**src/rtl/thermo_pkg.sv**
```systemverilog
// rtl/thermo_pkg.sv - shared state/mode encodings and width helper for the thermostat controller
package thermo_pkg;

  typedef enum logic [1:0] {
    IDLE    = 2'b00,
    HEAT    = 2'b01,
    COOL    = 2'b10,
    LOCKOUT = 2'b11
  } state_t;

  typedef enum logic [1:0] {
    MODE_OFF  = 2'b00,
    MODE_HEAT = 2'b01,
    MODE_COOL = 2'b10,
    MODE_AUTO = 2'b11
  } mode_t;

  function automatic int clog2(input int value);
    int r;
    r = 0;
    for (int v = value - 1; v > 0; v = v >> 1) begin
      r = r + 1;
    end
    return r;
  endfunction

endpackage

```
**src/rtl/thermo_hold_timer.sv**
```systemverilog
// rtl/thermo_hold_timer.sv - load-then-saturating-decrement hold counter
module thermo_hold_timer #(
  parameter int CNT_W    = 5,
  parameter int MIN_HOLD = 16
) (
  input  logic clk,
  input  logic rst_n,
  input  logic load,
  output logic expired
);

  logic [CNT_W-1:0] count;

  always_ff @(posedge clk or negedge rst_n) begin
    if (!rst_n) begin
      count <= '0;
    end else if (load) begin
      count <= CNT_W'(MIN_HOLD - 1);
    end else if (count != '0) begin
      count <= count - CNT_W'(1);
    end
  end

  assign expired = (count == '0);

endmodule

```
**src/rtl/thermo_ctrl.sv**
```systemverilog
// rtl/thermo_ctrl.sv - hysteresis thermostat FSM with modes, minimum on-time and lockout
module thermo_ctrl
  import thermo_pkg::*;
#(
  parameter int SIZE     = 8,
  parameter int BAND     = 4,
  parameter int MIN_HOLD = 16,
  parameter int CNT_W    = clog2(MIN_HOLD + 1)
) (
  input  logic            clk,
  input  logic            rst_n,
  input  logic [SIZE-1:0] Tset,
  input  logic [SIZE-1:0] Tact,
  input  logic            sample_valid,
  input  logic [1:0]      mode,
  output logic            Hon,
  output logic            Con,
  output logic [1:0]      state
);

  localparam logic [1:0] S_IDLE = IDLE;
  localparam logic [1:0] S_HEAT = HEAT;
  localparam logic [1:0] S_COOL = COOL;
  localparam logic [1:0] S_LOCK = LOCKOUT;

  // One extra bit so that adding the deadband can never wrap.
  logic [SIZE:0] tset_x;
  logic [SIZE:0] tact_x;
  logic [SIZE:0] band_x;

  assign tset_x = {1'b0, Tset};
  assign tact_x = {1'b0, Tact};
  assign band_x = (SIZE + 1)'(BAND);

  logic heat_en;
  logic cool_en;
  logic heat_req;
  logic cool_req;
  logic heat_done;
  logic cool_done;

  assign heat_en   = (mode == MODE_HEAT) || (mode == MODE_AUTO);
  assign cool_en   = (mode == MODE_COOL) || (mode == MODE_AUTO);
  assign heat_req  = ((tact_x + band_x) < tset_x) && heat_en;
  assign cool_req  = (tact_x > (tset_x + band_x)) && cool_en;
  assign heat_done = (tact_x >= tset_x);
  assign cool_done = (tact_x <= tset_x);

  logic       expired;
  logic       load;
  logic [1:0] next_state;

  always_comb begin
    next_state = state;
    case (state)
      S_IDLE: begin
        if (sample_valid) begin
          if (heat_req) begin
            next_state = S_HEAT;
          end else if (cool_req) begin
            next_state = S_COOL;
          end
        end
      end
      S_HEAT: begin
        // Losing heat permission exits at once, ignoring the minimum on-time.
        if (!heat_en) begin
          next_state = S_LOCK;
        end else if (sample_valid && expired && heat_done) begin
          next_state = S_LOCK;
        end
      end
      S_COOL: begin
        if (!cool_en) begin
          next_state = S_LOCK;
        end else if (sample_valid && expired && cool_done) begin
          next_state = S_LOCK;
        end
      end
      default: begin
        if (expired) begin
          next_state = S_IDLE;
        end
      end
    endcase
  end

  assign load = (next_state != state) && (next_state != S_IDLE);

  thermo_hold_timer #(
    .CNT_W    (CNT_W),
    .MIN_HOLD (MIN_HOLD)
  ) u_hold_timer (
    .clk     (clk),
    .rst_n   (rst_n),
    .load    (load),
    .expired (expired)
  );

  always_ff @(posedge clk or negedge rst_n) begin
    if (!rst_n) begin
      state <= S_IDLE;
      Hon   <= 1'b0;
      Con   <= 1'b0;
    end else begin
      state <= next_state;
      Hon   <= (next_state == S_HEAT);
      Con   <= (next_state == S_COOL);
    end
  end

endmodule

```
**config.mk**
```make
export PLATFORM = sky130hd
export DESIGN_NAME = thermo_ctrl
export DESIGN_NICKNAME = d
export VERILOG_FILES = /design/src/rtl/thermo_pkg.sv /design/src/rtl/thermo_hold_timer.sv /design/src/rtl/thermo_ctrl.sv
export SDC_FILE = /design/constraint.sdc
export NUM_CORES = 1
export LEC_CHECK = 0
export ABC_AREA = 1
export ABC_CLOCK_PERIOD_IN_PS = 2200
export CAP_MARGIN = 30
export CORE_MARGIN = 4
export CORE_UTILIZATION = 51
export CTS_CLUSTER_DIAMETER = 200
export CTS_CLUSTER_SIZE = 10
export DETAILED_ROUTE_END_ITERATION = 16
export PLACE_DENSITY = 0.9
export SYNTH_ARGS = -nofsm -noshare
export SYNTH_HDL_FRONTEND = slang
export SYNTH_SLANG_ARGS = --single-unit
```
**constraint.sdc**
```tcl
create_clock -name clk -period 2.2 [get_ports clk]
set_input_delay 0.22 -clock clk [delete_from_list [all_inputs] [get_ports clk]]
set_output_delay 0.22 -clock clk [all_outputs]
set_load 0.005 [all_outputs]
```
==> After elaboration in Yosys (flattened, before gate mapping) <==
Cells that the tools add are included.
{ "word_totals": {"ff_bits": 9, "out_inout_bits": 4, "elab_cells": 43} }
{ "op_classes": {"n_addsub": 3, "magnitude_cmp": 4, "eq_ne": 8, "mux": 11, "n_reduce_logical": 13} }
{ "op_table": {"columns": ["op", "n"], "rows": [
  ["adder 8 x 3 -> 9 bit, second input constant", 2],
  ["2-to-1 mux 2 bit", 8],
  ["2-to-1 mux 5 bit", 2],
  ["> comparator 8 x 9 -> 1 bit", 1],
  ["< comparator 9 x 8 -> 1 bit", 1],
  ["== test 2 bit, second input constant", 4],
  [">= comparator 8 bit", 1],
  ["<= comparator 8 bit", 1],
  ["== test 2 x 1 -> 1 bit, second input constant", 3],
  ["logical AND 1 bit", 6],
  ["one-hot mux 2 bit (3 select lines)", 1],
  ["logical NOT 5 bit", 1],
  ["nonzero test 5 bit", 1],
  ["subtractor 5 x 1 -> 5 bit, second input constant", 1],
  ["nonzero test 2 bit", 2],
  ["logical NOT 2 bit", 1],
  ["logical OR 1 bit", 2],
  ["inequality test 2 bit", 1]
]} }

==> Depth between registers and ports, before layout <==
{ "depth": {"depth_word": 10, "mapped_depth": 18, "ltp_nobuf": 18} }

==> Hierarchy <==
Synthesis repeated with hierarchy kept, for this count alone.
{ "hier_totals": {"hier_cells": 175, "area_unflattened_um2": 1188.6} }
{ "by_module_without_submodules": {"columns": ["module", "n_inst", "cells_each", "area_each_um2"], "rows": [
  ["thermo_ctrl", 1, 142, 929.6],
  ["thermo_hold_timer", 1, 33, 259.0]
]} }

==> Worst setup path after synthesis <==
No wires, ideal clock.
{ "synth_timing": {"path_type": "input-to-reg", "from": "in Tset[2]", "to": "reg u_hold_timer.count[4]", "arrival_ps": 1730, "t_required_ps": 2086, "slack_ps": 356, "cell_stages": 15, "cell_sequence": "ha_1 -> nand3_1 -> xor2_1 -> ha_1 -> nand2_1 -> nor2_1 -> nand2_1 -> nand3_1 -> nand2_1 -> a21oi_1 -> nand3_1 -> nand2_1 -> nand3_2 -> nand2_2 -> nor2_1"} }
{ "synth_via": {"elab_chain_len": 10, "elab_cells_between_ends": 22, "cone_classes": "add/sub: 1; order compare: 4; eq/ne: 1; mux: 9; reduce/logical: 7"} }
{ "synth_rtl": {"columns": ["item", "line", "text"], "rows": [
  ["from (decl)", "thermo_ctrl.sv:12", "input logic [SIZE-1:0] Tset,"],
  ["adder 8 x 3 -> 9 bit", "thermo_ctrl.sv:45", "assign cool_req = (tact_x > (tset_x + band_x)) && cool_en;"],
  ["> comparator 8 x 9 -> 1 bit", "thermo_ctrl.sv:45", null],
  ["logical AND 1 bit", "thermo_ctrl.sv:45", null],
  ["2-to-1 mux 2 bit", "thermo_ctrl.sv:60", "end else if (cool_req) begin"],
  ["2-to-1 mux 2 bit", "thermo_ctrl.sv:58", "if (heat_req) begin"],
  ["2-to-1 mux 2 bit", "thermo_ctrl.sv:57", "if (sample_valid) begin"],
  ["one-hot mux 2 bit (3 select lines) (*)", "thermo_ctrl.sv:55", "case (state)"],
  ["inequality test 2 bit or nonzero test 2 bit (tied branches)", "thermo_ctrl.sv:88", "assign load = (next_state != state) && (next_state != S_IDLE);"],
  ["logical AND 1 bit (*)", "thermo_ctrl.sv:88", null],
  ["2-to-1 mux 5 bit or nonzero test 2 bit (tied branches)", null, null],
  ["to (signal assigned)", "thermo_hold_timer.sv:18", "count <= CNT_W'(MIN_HOLD - 1);"],
  ["to (signal assigned)", "thermo_hold_timer.sv:20", "count <= count - CNT_W'(1);"],
  ["to (decl)", "thermo_hold_timer.sv:12", "logic [CNT_W-1:0] count;"]
]} }
Every way passes the cells marked *; elsewhere a longest branch is shown, timed or not.
A chain may end at the register's enable or synchronous reset.

==> Worst setup path in the final report <==
{ "layout_timing": {"from": "in Tact[5]", "to": "reg u_hold_timer.count[3]"} }
{ "layout_via": {"elab_chain_len": 9, "elab_cells_between_ends": 22, "cone_classes": "add/sub: 1; order compare: 4; eq/ne: 1; mux: 9; reduce/logical: 7"} }
{ "layout_rtl": {"columns": ["item", "line", "text"], "rows": [
  ["from (decl)", "thermo_ctrl.sv:13", "input logic [SIZE-1:0] Tact,"],
  ["adder 8 x 3 -> 9 bit or > comparator 8 x 9 -> 1 bit (tied branches)", "thermo_ctrl.sv:44, thermo_ctrl.sv:45", null],
  ["< comparator 9 x 8 -> 1 bit or logical AND 1 bit (tied branches)", "thermo_ctrl.sv:44, thermo_ctrl.sv:45", null],
  ["logical AND 1 bit or 2-to-1 mux 2 bit (tied branches)", "thermo_ctrl.sv:44, thermo_ctrl.sv:60", null],
  ["2-to-1 mux 2 bit", "thermo_ctrl.sv:58", null],
  ["2-to-1 mux 2 bit", "thermo_ctrl.sv:57", null],
  ["one-hot mux 2 bit (3 select lines) (*)", "thermo_ctrl.sv:55", null],
  ["via next_state[0]", "thermo_ctrl.sv:51", "logic [1:0] next_state;"],
  ["inequality test 2 bit or nonzero test 2 bit (tied branches)", "thermo_ctrl.sv:88", null],
  ["logical AND 1 bit (*)", "thermo_ctrl.sv:88", null],
  ["2-to-1 mux 5 bit or nonzero test 2 bit (tied branches)", null, null]
]} }
Mark *: on every way through the listed nets, which the timed path passes. The rest lies on a longest branch.

==> metrics.md <==
| Metric | Value |
|---|---|
| Endpoints failing hold | `0` |
| Synth top area share | `24.4%` |
| Most common flop cell mapped by yosys | `dfrtp_1` |
| Vias in the first global route | `1,330` |
| Fmax | `480 MHz` |
| Fin nets | `about 260` |
| Maximum ir drop on the vdd rail | `between 600 and 700 uV` |
| Share of layout cells above drive strength 1 | `approximately 22%` |
| Clk_lat worst skew | `0.26 ns` |
| Initial antenna violation count | `0` |
| Sequential cell area fraction in the yosys report | `between 10% and 20%` |
| Hold Buf Count CTS | `0` |
| WP data arrival | `roughly 2.2 ns` |
| Worst hold path class | `in2async` |
| Tcrit/Tclk final | `~95%` |
| Die Ht | `approximately 56 microns` |
| LEAKAGE | `about 0.94 nW` |
| Clock Sinks | `9` |
| Die area | `3150 sq um` |
| Drt pass-1 iters | `6` |
| Distinct cells, synth | `27` |
| Vias/cell | `~5.3` |
| Wire length of the first global-routing pass | `5590 microns` |
| Synth area leaders | `ha_1 24%, dfrtp_1 19%, nand2_1 12%, inv_1 8.3%, xor2_1 6.7%` |
| Row cnt | `17` |
| Synth top cells by count | `38 x nand2_1, 26 x inv_1, 23 x ha_1, 13 x nand3_1` |
| Critical path origin | `Tact[5]` |
| Area Overhead vs Synth | `45.4%` |
| Worst-Margin Slew | `0.401 ns` |
| ANT cells | `0` |
| Crit-path cells | `clkdlybuf4s50_1, nand2_1, inv_2, nand2_1, xor2_1, inv_1, ha_4, nand2_1, inv_2, nand2_1, nand2_1, nand2_1, nand2_1, nand2_1, nand2_2, inv_4, nand2_4, nand3_1` |
| Post-synthesis cell area | `~1200 sq um` |
| Post-CTS setup buffer count | `0` |
| Startpoint types | `input pin` |
| Number of synthesized register bits | `9` |
| Post-synth EDFFs | `0` |
| Clk buf depth | `2` |
| CP required | `2.33 ns` |
| Peak fanout along the critical path | `5` |
| Largest net degree at the start of global routing | `10` |
| Min Hold Slack | `between 0.2 and 0.3 ns` |
| Count leader, synth | `nand2_1` |
| FFs w/ async S/R, synth | `between 90% and 100%` |
| Crit Path Category | `in2reg` |
| Pwr Density | `between 500 and 600 nW/um^2` |
| Largest area contributor in the netlist | `ha_1` |
| Tmin final | `approximately 2.1 ns` |
| Max incr delay on CP | `about 0.48 ns` |
| IO Pins | `25` |
| Outcome | `finished clean` |
| Hpwl dp | `approximately 2600 microns` |
| Total global routing overflow | `0` |
| Slew HR | `between 70% and 80%` |
| Die X | `around 56 microns` |
| CTS buffer count | `3` |
| CTS tree | `yes` |
| Final WL | `3390 microns` |
| Reg clk slew, reported paths | `~0.06 ns` |
| Initial Util | `a little over half` |
| Gr usage total | `between 20% and 30%` |
| Setup TNS | `0 ns` |
| Finished Core Util | `between 70 and 80%` |
| CTS H-tree lvls | `1` |
| Endpoint type of the worst setup path | `flop` |
| Final setup violation count | `0` |
| Gpl congestion | `about 0.9` |
| Max-slew violations | `0` |
| DRT antenna net count | `0` |
| Reg-to-reg slack, setup | `0.30 ns` |
| Reg2reg start | `u_hold_timer.count[0]` |
| Critical path's most frequent cell | `nand2_1` |
| Number of synthesis warnings | `0` |
| Wire length per cell | `between 10 and 15 microns` |
| Net count after synthesis | `~210` |
| Clock Tree Root | `clkbuf_4` |
| # Max-Cap Violations | `0` |
| Drt first-iter violations | `47` |
| Total number of vias | `approximately 1,300` |
| I/O Buffers | `24` |
| DR DRC count | `0` |
| Slowest library cell on the worst path | `clkdlybuf4s50_1` |
| Syn Inst Count | `~170` |
| Worst Skew | `slightly above 0.003 ns` |
| Core box area | `about 2200 sq um` |
| Syn Area/Cell | `between 7 and 8 sq um` |
-- sequential cells by signal, indices dropped and copies added, names as in the netlist --
| signal | flops |
|---|---|
| state | 2 |
| u_hold_timer.count | 5 |
| Con | 1 |
| Hon | 1 |
-- report_power, final --
part           leakage [nW]  switching (W)  internal [W]
Combinational         0.817       0.000333      0.000288
Sequential            0.105      0.0000399      0.000239
Clock                0.0150      0.0000550     0.0000697
-- routing by layer --
metal	vias up	wire length (microns)	global-route usage [%]	part of all wire [%]
met5	-	0	0	0
met2	39	1750	39.9	52
met4	0	131	8.81	3.9
li1	623	-	-	-
met3	12	171	5.57	5.0
met1	591	1340	24.3	40
-- logic make-up (layout without fill, tap and decap cells) --
kind of cell | count (synthesis) | after routing | share of synthesized area (%)
buf+inv | 36 | 80 | 12.1
compound gates | 14 | 14 | 6.47
fa+ha+maj | 23 | 23 | 24.4
simple gates | 75 | 75 | 30.5
xor+xnor | 10 | 10 | 7.42
flops | 9 | 9 | 19.1
-- timing repair --
item | in CTS | in global routing
setup endpoints to repair | 5 | 8
pin swaps | 1 | 6
gates cloned | 0 | 0
gates resized for setup | 7 | 19
-- through the flow --
stage	worst slack [ns]	total power (W)	cells	area, sq um
6_report	0.116	0.00102	239	1720
5_1_grt	-0.00803	0.00112	239	1720
4_1_cts	0.0108	0.000990	239	1640
3_5_place_dp	-0.316	0.000839	235	1570
3_3_place_gp	-0.224	0.000802	235	1570
2_1_floorplan	0.356	0.000627	167	1180
-- critical path, delay by kind of cell --
kind                       cells  cell delay [ns]
and+or+nand+nor               11             0.83
adders and majority gates      1             0.27
buffers and inverters          5             0.73
xor gates and xnor gates       1             0.16
-- placed cells by master (no fill, tap or decap), types with 4 or more instances in the layout --
master           synthesis  final
dlymetal6s2s_1           0      7
nand3_1                 13     11
dfrtp_1                  9      9
ha_4                     0      4
inv_1                   26     26
inv_2                    8      7
a21oi_1                  9      8
buf_4                    0     16
nand4_1                  4      4
xor2_1                   9      9
nand2_1                 38     36
clkdlybuf4s50_1          0     17
ha_1                    23     19
nor2_1                   9      6
-- final timing paths --
path                                          to  cells after the start
max                        u_hold_timer.count[3]                     18
min                                          Hon                      1
max reg2reg                u_hold_timer.count[4]                     13
min reg2reg                u_hold_timer.count[4]                      2
max in group asynchronous  u_hold_timer.count[0]                      1
min in group clk           u_hold_timer.count[4]                      2
-- final cells by class --
cell class | count | area, sq um
Fill cell | 143 | 497
Tap cell | 28 | 35.0
Multi-Input combinational cell | 122 | 906
Clock buffer | 4 | 26.3
Timing Repair Buffer | 41 | 389
Inverter | 35 | 134
Sequential cell | 9 | 225
(Power assumes the default switching activity.)
